[src/rtl/vga_reg_pkg.sv]
// Shared definitions for the register-overlay arbiter: RGB stream fields,
// 3-bit colours and the arbiter state type.
package vga_reg_pkg;

  localparam int unsigned STR_W     = 26;
  localparam int unsigned ACTIVE_BIT = 0;
  localparam int unsigned VS_BIT     = 1;
  localparam int unsigned HS_BIT     = 2;
  localparam int unsigned YC_LO      = 3;
  localparam int unsigned YC_HI      = 12;
  localparam int unsigned XC_LO      = 13;
  localparam int unsigned XC_HI      = 22;
  localparam int unsigned RGB_LO     = 23;
  localparam int unsigned RGB_HI     = 25;

  localparam int unsigned DATA_W = 16;
  localparam int unsigned XY_W   = 20;
  localparam int unsigned POS_W  = 10;
  localparam int unsigned ZOOM_W = 3;
  localparam int unsigned ID_W   = 3;
  localparam int unsigned CNT_W  = 8;

  localparam logic [2:0] COL_BLACK   = 3'b000;
  localparam logic [2:0] COL_BLUE    = 3'b001;
  localparam logic [2:0] COL_GREEN   = 3'b010;
  localparam logic [2:0] COL_CYAN    = 3'b011;
  localparam logic [2:0] COL_RED     = 3'b100;
  localparam logic [2:0] COL_MAGENTA = 3'b101;
  localparam logic [2:0] COL_YELLOW  = 3'b110;
  localparam logic [2:0] COL_WHITE   = 3'b111;

  typedef enum logic {
    IDLE = 1'b0,
    SHOW = 1'b1
  } arbState_t;

endpackage

[src/rtl/vga_reg_arb_if.sv]
// Requester/renderer bundle of the register-overlay arbiter.
interface vga_reg_arb_if
  import vga_reg_pkg::*;
#(
  parameter int unsigned N_SRC = 4
) ();

  logic [N_SRC-1:0]        req;
  logic [DATA_W*N_SRC-1:0] data;
  logic [XY_W*N_SRC-1:0]   xy;
  logic [ZOOM_W-1:0]       zoom_i;
  logic [N_SRC-1:0]        ack;
  logic [DATA_W-1:0]       register;
  logic [POS_W-1:0]        x_pos;
  logic [POS_W-1:0]        y_pos;
  logic [ZOOM_W-1:0]       zoom;
  logic                    valid;
  logic [ID_W-1:0]         grant_id;

  modport master (
    output req, data, xy, zoom_i,
    input  ack, register, x_pos, y_pos, zoom, valid, grant_id
  );

  modport slave (
    input  req, data, xy, zoom_i,
    output ack, register, x_pos, y_pos, zoom, valid, grant_id
  );

endinterface

[src/rtl/vga_rr_pick.sv]
// Rotating-priority picker: first set request at or after startIdx wins.
// With startIdx tied to 0 it is a plain lowest-index priority encoder.
module vga_rr_pick
  import vga_reg_pkg::*;
#(
  parameter int unsigned N_SRC = 4
) (
  input  logic [N_SRC-1:0] reqVec,
  input  logic [ID_W-1:0]  startIdx,
  output logic [N_SRC-1:0] gnt,
  output logic [ID_W-1:0]  gntIdx,
  output logic             gntAny
);

  localparam int unsigned IW = (N_SRC > 1) ? $clog2(N_SRC) : 1;

  int unsigned cand;

  always_comb begin
    gnt    = '0;
    gntIdx = '0;
    gntAny = 1'b0;
    cand   = 0;
    for (int unsigned i = 0; i < N_SRC; i++) begin
      cand = 32'(startIdx) + i;
      if (cand >= N_SRC) cand = cand - N_SRC;
      if (!gntAny && reqVec[IW'(cand)]) begin
        gntAny           = 1'b1;
        gnt[IW'(cand)]   = 1'b1;
        gntIdx           = ID_W'(cand);
      end
    end
  end

endmodule

[src/rtl/vga_reg_arb.sv]
// Frame-synchronous arbiter choosing which requester's register value the
// overlay renderer shows. Define VGA_REG_ARB_FIXED_PRIO_EN for fixed priority.
module vga_reg_arb
  import vga_reg_pkg::*;
#(
  parameter int unsigned N_SRC       = 4,
  parameter int unsigned HOLD_FRAMES = 2
) (
  input  logic             px_clk,
  input  logic             reset,
  input  logic [STR_W-1:0] strRGB_i,
  vga_reg_arb_if.slave     bus
);

  arbState_t          state;
  logic [CNT_W-1:0]   cnt;
  logic               vsQ;
  logic               frameTick;
  logic               grantNow;
  logic [ID_W-1:0]    startIdx;
  logic [N_SRC-1:0]   pickGnt;
  logic [ID_W-1:0]    pickIdx;
  logic               pickAny;
  logic [DATA_W-1:0]  selData;
  logic [XY_W-1:0]    selXy;
  logic               unusedStr;

  // Only VS matters here; the rest of the stream is just observed.
  assign unusedStr = ^{strRGB_i[STR_W-1:HS_BIT], strRGB_i[ACTIVE_BIT]};

  assign frameTick = strRGB_i[VS_BIT] & ~vsQ;
  assign grantNow  = frameTick & pickAny & ((state == IDLE) || (cnt == '0));

  vga_rr_pick #(.N_SRC(N_SRC)) uPick (
    .reqVec   (bus.req),
    .startIdx (startIdx),
    .gnt      (pickGnt),
    .gntIdx   (pickIdx),
    .gntAny   (pickAny)
  );

`ifdef VGA_REG_ARB_FIXED_PRIO_EN
  assign startIdx = '0;
`else
  logic [ID_W-1:0] rrPtr;

  // Search restarts just past the last winner; moves only on a grant.
  always_ff @(posedge px_clk) begin
    if (reset) begin
      rrPtr <= '0;
    end else if (grantNow) begin
      rrPtr <= (pickIdx == ID_W'(N_SRC - 1)) ? '0 : pickIdx + ID_W'(1);
    end
  end

  assign startIdx = rrPtr;
`endif

  always_comb begin
    selData = '0;
    selXy   = '0;
    for (int unsigned k = 0; k < N_SRC; k++) begin
      if (pickGnt[k]) begin
        selData = bus.data[DATA_W*k +: DATA_W];
        selXy   = bus.xy[XY_W*k +: XY_W];
      end
    end
  end

  // Outputs only move on a frame tick so a displayed value never tears.
  always_ff @(posedge px_clk) begin
    if (reset) begin
      vsQ          <= 1'b0;
      state        <= IDLE;
      cnt          <= '0;
      bus.ack      <= '0;
      bus.register <= '0;
      bus.x_pos    <= '0;
      bus.y_pos    <= '0;
      bus.zoom     <= '0;
      bus.valid    <= 1'b0;
      bus.grant_id <= '0;
    end else begin
      vsQ     <= strRGB_i[VS_BIT];
      bus.ack <= '0;
      if (grantNow) begin
        bus.ack      <= pickGnt;
        bus.register <= selData;
        bus.x_pos    <= selXy[POS_W-1:0];
        bus.y_pos    <= selXy[XY_W-1:POS_W];
        bus.zoom     <= bus.zoom_i;
        bus.grant_id <= pickIdx;
        bus.valid    <= 1'b1;
        cnt          <= CNT_W'(HOLD_FRAMES - 1);
        state        <= SHOW;
      end else if (frameTick && (state == SHOW)) begin
        if (cnt != '0) begin
          cnt <= cnt - CNT_W'(1);
        end else begin
          bus.valid <= 1'b0;
          state     <= IDLE;
        end
      end
    end
  end

endmodule

[src/flat_wrapper.sv]
// flat-port wrapper written by rule: the top's interface ports become plain ports
module vga_reg_arb_flat import vga_reg_pkg::*;
#(
  parameter int unsigned N_SRC       = 4,
  parameter int unsigned HOLD_FRAMES = 2
)
  (px_clk, reset, strRGB_i, bus_req, bus_data, bus_xy, bus_zoom_i, bus_ack, bus_register, bus_x_pos, bus_y_pos, bus_zoom, bus_valid, bus_grant_id);
  vga_reg_arb_if #(.N_SRC(N_SRC)) bus_i ();
  input  logic px_clk;
  input  logic reset;
  input  logic [STR_W-1:0] strRGB_i;
  input wire logic [$bits(bus_i.req)-1:0] bus_req;
  input wire logic [$bits(bus_i.data)-1:0] bus_data;
  input wire logic [$bits(bus_i.xy)-1:0] bus_xy;
  input wire logic [$bits(bus_i.zoom_i)-1:0] bus_zoom_i;
  output wire logic [$bits(bus_i.ack)-1:0] bus_ack;
  output wire logic [$bits(bus_i.register)-1:0] bus_register;
  output wire logic [$bits(bus_i.x_pos)-1:0] bus_x_pos;
  output wire logic [$bits(bus_i.y_pos)-1:0] bus_y_pos;
  output wire logic [$bits(bus_i.zoom)-1:0] bus_zoom;
  output wire logic [$bits(bus_i.valid)-1:0] bus_valid;
  output wire logic [$bits(bus_i.grant_id)-1:0] bus_grant_id;
  assign bus_i.req = bus_req;
  assign bus_i.data = bus_data;
  assign bus_i.xy = bus_xy;
  assign bus_i.zoom_i = bus_zoom_i;
  assign bus_ack = bus_i.ack;
  assign bus_register = bus_i.register;
  assign bus_x_pos = bus_i.x_pos;
  assign bus_y_pos = bus_i.y_pos;
  assign bus_zoom = bus_i.zoom;
  assign bus_valid = bus_i.valid;
  assign bus_grant_id = bus_i.grant_id;
  vga_reg_arb #(.N_SRC(N_SRC), .HOLD_FRAMES(HOLD_FRAMES)) u_core (.px_clk(px_clk), .reset(reset), .strRGB_i(strRGB_i), .bus(bus_i));
endmodule
[config.mk]
export PLATFORM = sky130hd
export DESIGN_NAME = vga_reg_arb_flat
export DESIGN_NICKNAME = d
export VERILOG_FILES = /design/src/rtl/vga_reg_pkg.sv /design/src/rtl/vga_reg_arb_if.sv /design/src/rtl/vga_rr_pick.sv /design/src/rtl/vga_reg_arb.sv /design/src/flat_wrapper.sv
export SDC_FILE = /design/constraint.sdc
export NUM_CORES = 1
export LEC_CHECK = 0
export BUFFER_PORTS_ARGS = -buffer_cell sky130_fd_sc_hd__buf_2
export CAP_MARGIN = 10
export CORE_ASPECT_RATIO = 0.5
export CORE_MARGIN = 1.5
export CORE_UTILIZATION = 38
export DETAILED_ROUTE_END_ITERATION = 12
export GPL_ROUTABILITY_DRIVEN = 0
export PLACE_DENSITY = 0.81
export SLEW_MARGIN = 20
export SYNTH_ARGS = -nofsm -noshare
export SYNTH_HDL_FRONTEND = slang
export SYNTH_SLANG_ARGS = --single-unit
[constraint.sdc]
create_clock -name px_clk -period 3.19 [get_ports px_clk]
set_input_delay 0.319 -clock px_clk [delete_from_list [all_inputs] [get_ports px_clk]]
set_output_delay 0.319 -clock px_clk [all_outputs]
set_load 0.03 [all_outputs]
==> metrics.md <==
| Metric | Value |
|---|---|
| Post-synth EDFFs | `0` |
| Clk sinks | `59` |
| Max-slew headroom | `47.3%` |
| Fraction of layout cells with a size suffix above 1 | `29.4%` |
| Cell variety after synth | `51` |
| Top cell type's share of synthesized area | `22.6%` |
| First-pass GRT wire length | `28,800 µm` |
| Slew at the pin with the worst max-slew slack | `0.791 ns` |
| Synthesized flop and latch total | `59` |
| Num CTS Buffers | `9` |
| Die Ht | `85.9 µm` |
| Most frequent cells in the layout | `buf_2 (200), nand2_1 (83), inv_1 (82)` |
| Status | `completed` |
| Unrepaired setup endpoints after global routing | `no` |
| Setup crit start kind | `flop` |
| Tightest Hold Check Type | `primary input to flop` |
| Pwr dens | `757 nW/µm²` |
| Crit-path max FO | `36` |
| Initial drt markers | `466` |
| Cell family with most CP delay | `compound AO/OA/AOI/OAI gates` |
| R2R depth | `10` |
| Total Routing Usage GR | `24.4%` |
| Initial Utilization | `38.8%` |
| WHS Path Cells | `2` |
| Maxcap violations | `0` |
| Clk Latency, worst-skew pair | `0.33 ns` |
| Antenna diode count | `0` |
| Slowest CP cell | `mux4_2` |
| Max VDD drop | `398 µV` |
| Placed Area | `6450 µm²` |
| Post-Place Cells | `1,058` |
| Setup violators final | `0` |
| Worst R2R End | `u_core.bus.register[11]` |
| Top area cells in the synthesized netlist | `dfxtp_1 (23%), nand3_1 (7.1%), o2111ai_1 (6.2%)` |
| H-tree levels | `3` |
| Syn nets | `907` |
| WP buf/inv | `3` |
| Area Overhead vs Synth | `30.0%` |
| Layout net count | `1,080` |
| Period utilization | `95.4%` |
| Final non-filler cell total | `1,074` |
| Crit path largest cell delay | `0.62 ns` |
| Crit path capture type | `flop` |
| Hold-fix buffers at CTS | `0` |
| Kind of critical path | `flop to flop` |
| Post-synth ARST share | `0%` |
| Drt total wl | `18,200 µm` |
| Detail Placement HPWL | `12,600 µm` |
| CP Data Required Time | `3.46 ns` |
| DRT antenna net count | `0` |
| Core footprint | `13,500 µm²` |
| Worst R2R Setup Slack | `0.15 ns` |
| Hold wc startpoint | `bus_zoom_i[0]` |
| Final instance area | `6790 µm²` |
| Crit path DAT | `3.31 ns` |
| Io pins | `226` |
| Register area share after synthesis | `22.6%` |
| Die ar. | `14,500 µm²` |
| Slew Limit Fails | `0` |
| DRC violations left | `0` |
| Vias in the first global route | `6,066` |
| Lkg Pwr | `3.47 nW` |
| Vias | `6,377` |
| Largest net degree at the start of global routing | `39` |
| Area of the mapped netlist | `5220 µm²` |
| Initial antenna violation count | `0` |
| Synthesized area per cell | `7.26 µm²` |
| Clock Path Buffers | `2` |
| Hold endpoint | `u_core.bus.zoom[0]` |
| Fmax achieved | `0.328 GHz` |
| Worst-case clock skew | `0.00881 ns` |
| Global route overflow | `0` |
| Detailed Routing Iterations Pass 1 | `6` |
| CTS Root Cell | `clkbuf_16` |
| Vias per cell | `5.94` |
| Final Power | `5.14 mW` |
| CTS tree | `done` |
| Die W | `169 µm` |
| WL/cell | `16.9 µm` |
| Synth warnings | `0` |
| Cell Chain, Critical Path | `inv_1 -> ha_2 -> mux4_2 -> buf_4 -> a21oi_1 -> a21oi_4 -> buf_12 -> a211oi_1 -> o2111ai_1 -> nand3_1` |
| Hold Slack | `0.198 ns` |
| Synth area leader | `dfxtp_1` |
| Final min period | `3.04 ns` |
| Total negative slack | `0 ns` |
| Synth Instances | `720` |
| Ys flop type | `dfxtp_1` |
| FP Rows | `30` |
| Final Hold Vio Count | `0` |
| Clock slew at reported path FFs | `0.05 ns` |
| Most common cell after layout, fill and taps aside | `buf_2` |
| I/O Buffers | `200` |
| RR Startpoint | `u_core.rrPtr[1]` |
[report_power, final]
group	internal (mW)	switching [mW]	leakage [nW]	total, mW
combinational	1.05	2.03	2.82	3.08
clock	0.722	0.362	0.165	1.08
sequential	0.897	0.0791	0.484	0.976
total	2.67	2.47	3.47	5.14
[kinds of logic after synthesis]
logic type                 count (synthesis)  share of synthesized area (%)
AOI/OAI and AO/OA                        222                           33.5
xor gates and xnor gates                   5                          0.838
adders and majority gates                  8                           1.92
buffers and inverters                    152                           12.5
DFF                                       59                           22.6
muxes                                      7                           2.32
and+or+nand+nor                          267                           26.3
[flip-flops by register name, indices dropped and copies added (netlist names)]
signal               cells
u_core.bus.ack           4
u_core.bus.grant_id      3
u_core.bus.register     16
u_core.bus.valid         1
u_core.bus.x_pos        10
u_core.bus.y_pos        10
u_core.bus.zoom          3
u_core.cnt               8
u_core.rrPtr             3
u_core.vsQ               1
[through the flow]
stage               setup slack, ns  utilization, %
floorplan                     0.133               -
global placement              0.239            47.9
global route                0.00966            50.4
detailed placement            0.169            47.9
CTS                           0.158            50.3
finish                        0.145            50.4
[worst reg2reg max path, delay by kind of cell, from the launching register on]
| kind | cells | cell delay [ns] |
|---|---|---|
| simple gates | 1 | 0.10 |
| fa+ha+maj | 1 | 0.44 |
| compound gates | 4 | 0.97 |
| buf+inv | 3 | 0.53 |
| flops | 1 | 0.32 |
| mux | 1 | 0.62 |
[repair_timing]
item | CTS | global route
gates resized for setup | 0 | 2
setup endpoints to repair | 0 | 13
setup buffers | 0 | 0
[metal layers]
metal / GRT usage [%] / vias to the layer above / routed length, µm
met3: 3.92 / 72 / 1250
met2: 42.0 / 341 / 8720
li1: - / 2980 / -
met4: 12.7 / 0 / 708
met1: 29.8 / 2984 / 7490
met5: 0 / - / 0
[worst max-delay path by stage]
stage	start	cells after the start	slack (ns)	end
3_3_place_gp	u_core.rrPtr[1]	10	0.24	u_core.bus.register[9]
3_5_place_dp	u_core.rrPtr[1]	10	0.17	u_core.bus.register[14]
2_1_floorplan	u_core.rrPtr[0]	11	0.13	u_core.bus.x_pos[1]
5_1_grt	u_core.rrPtr[1]	10	0.01	u_core.bus.y_pos[4]
6_report	u_core.rrPtr[1]	10	0.15	u_core.bus.register[11]
4_1_cts	u_core.rrPtr[1]	10	0.16	u_core.bus.register[14]
[cell usage after synthesis (2+ instances only)]
cell type and n:
a211o_1 36, a211oi_1 37, a21boi_0 36, a21o_1 2, a21oi_1 10, a21oi_2 4
a22o_1 6, and2_1 2, and3_1 36, buf_1 3, buf_2 21, buf_4 5
buf_6 5, clkbuf_1 36, dfxtp_1 59, ha_1 8, inv_1 82, mux2i_1 2
mux4_2 4, nand2_1 83, nand2b_1 4, nand3_1 74, nand3b_1 5, nand4_1 37
nor2_1 13, nor2b_1 4, nor3_1 2, o2111ai_1 37, o21ai_0 3, o21ai_1 4
o21bai_1 37, xnor2_1 4
[final cells by class]
cell class / count / area (µm²)
fill: 1263 / 6690
inverter: 82 / 308
multi-input combinational: 509 / 3440
clock buffer: 11 / 253
clock inverter: 5 / 75.1
sequential: 59 / 1180
timing repair buffer: 232 / 1320
tap: 176 / 220
(Power assumes the default switching activity.)
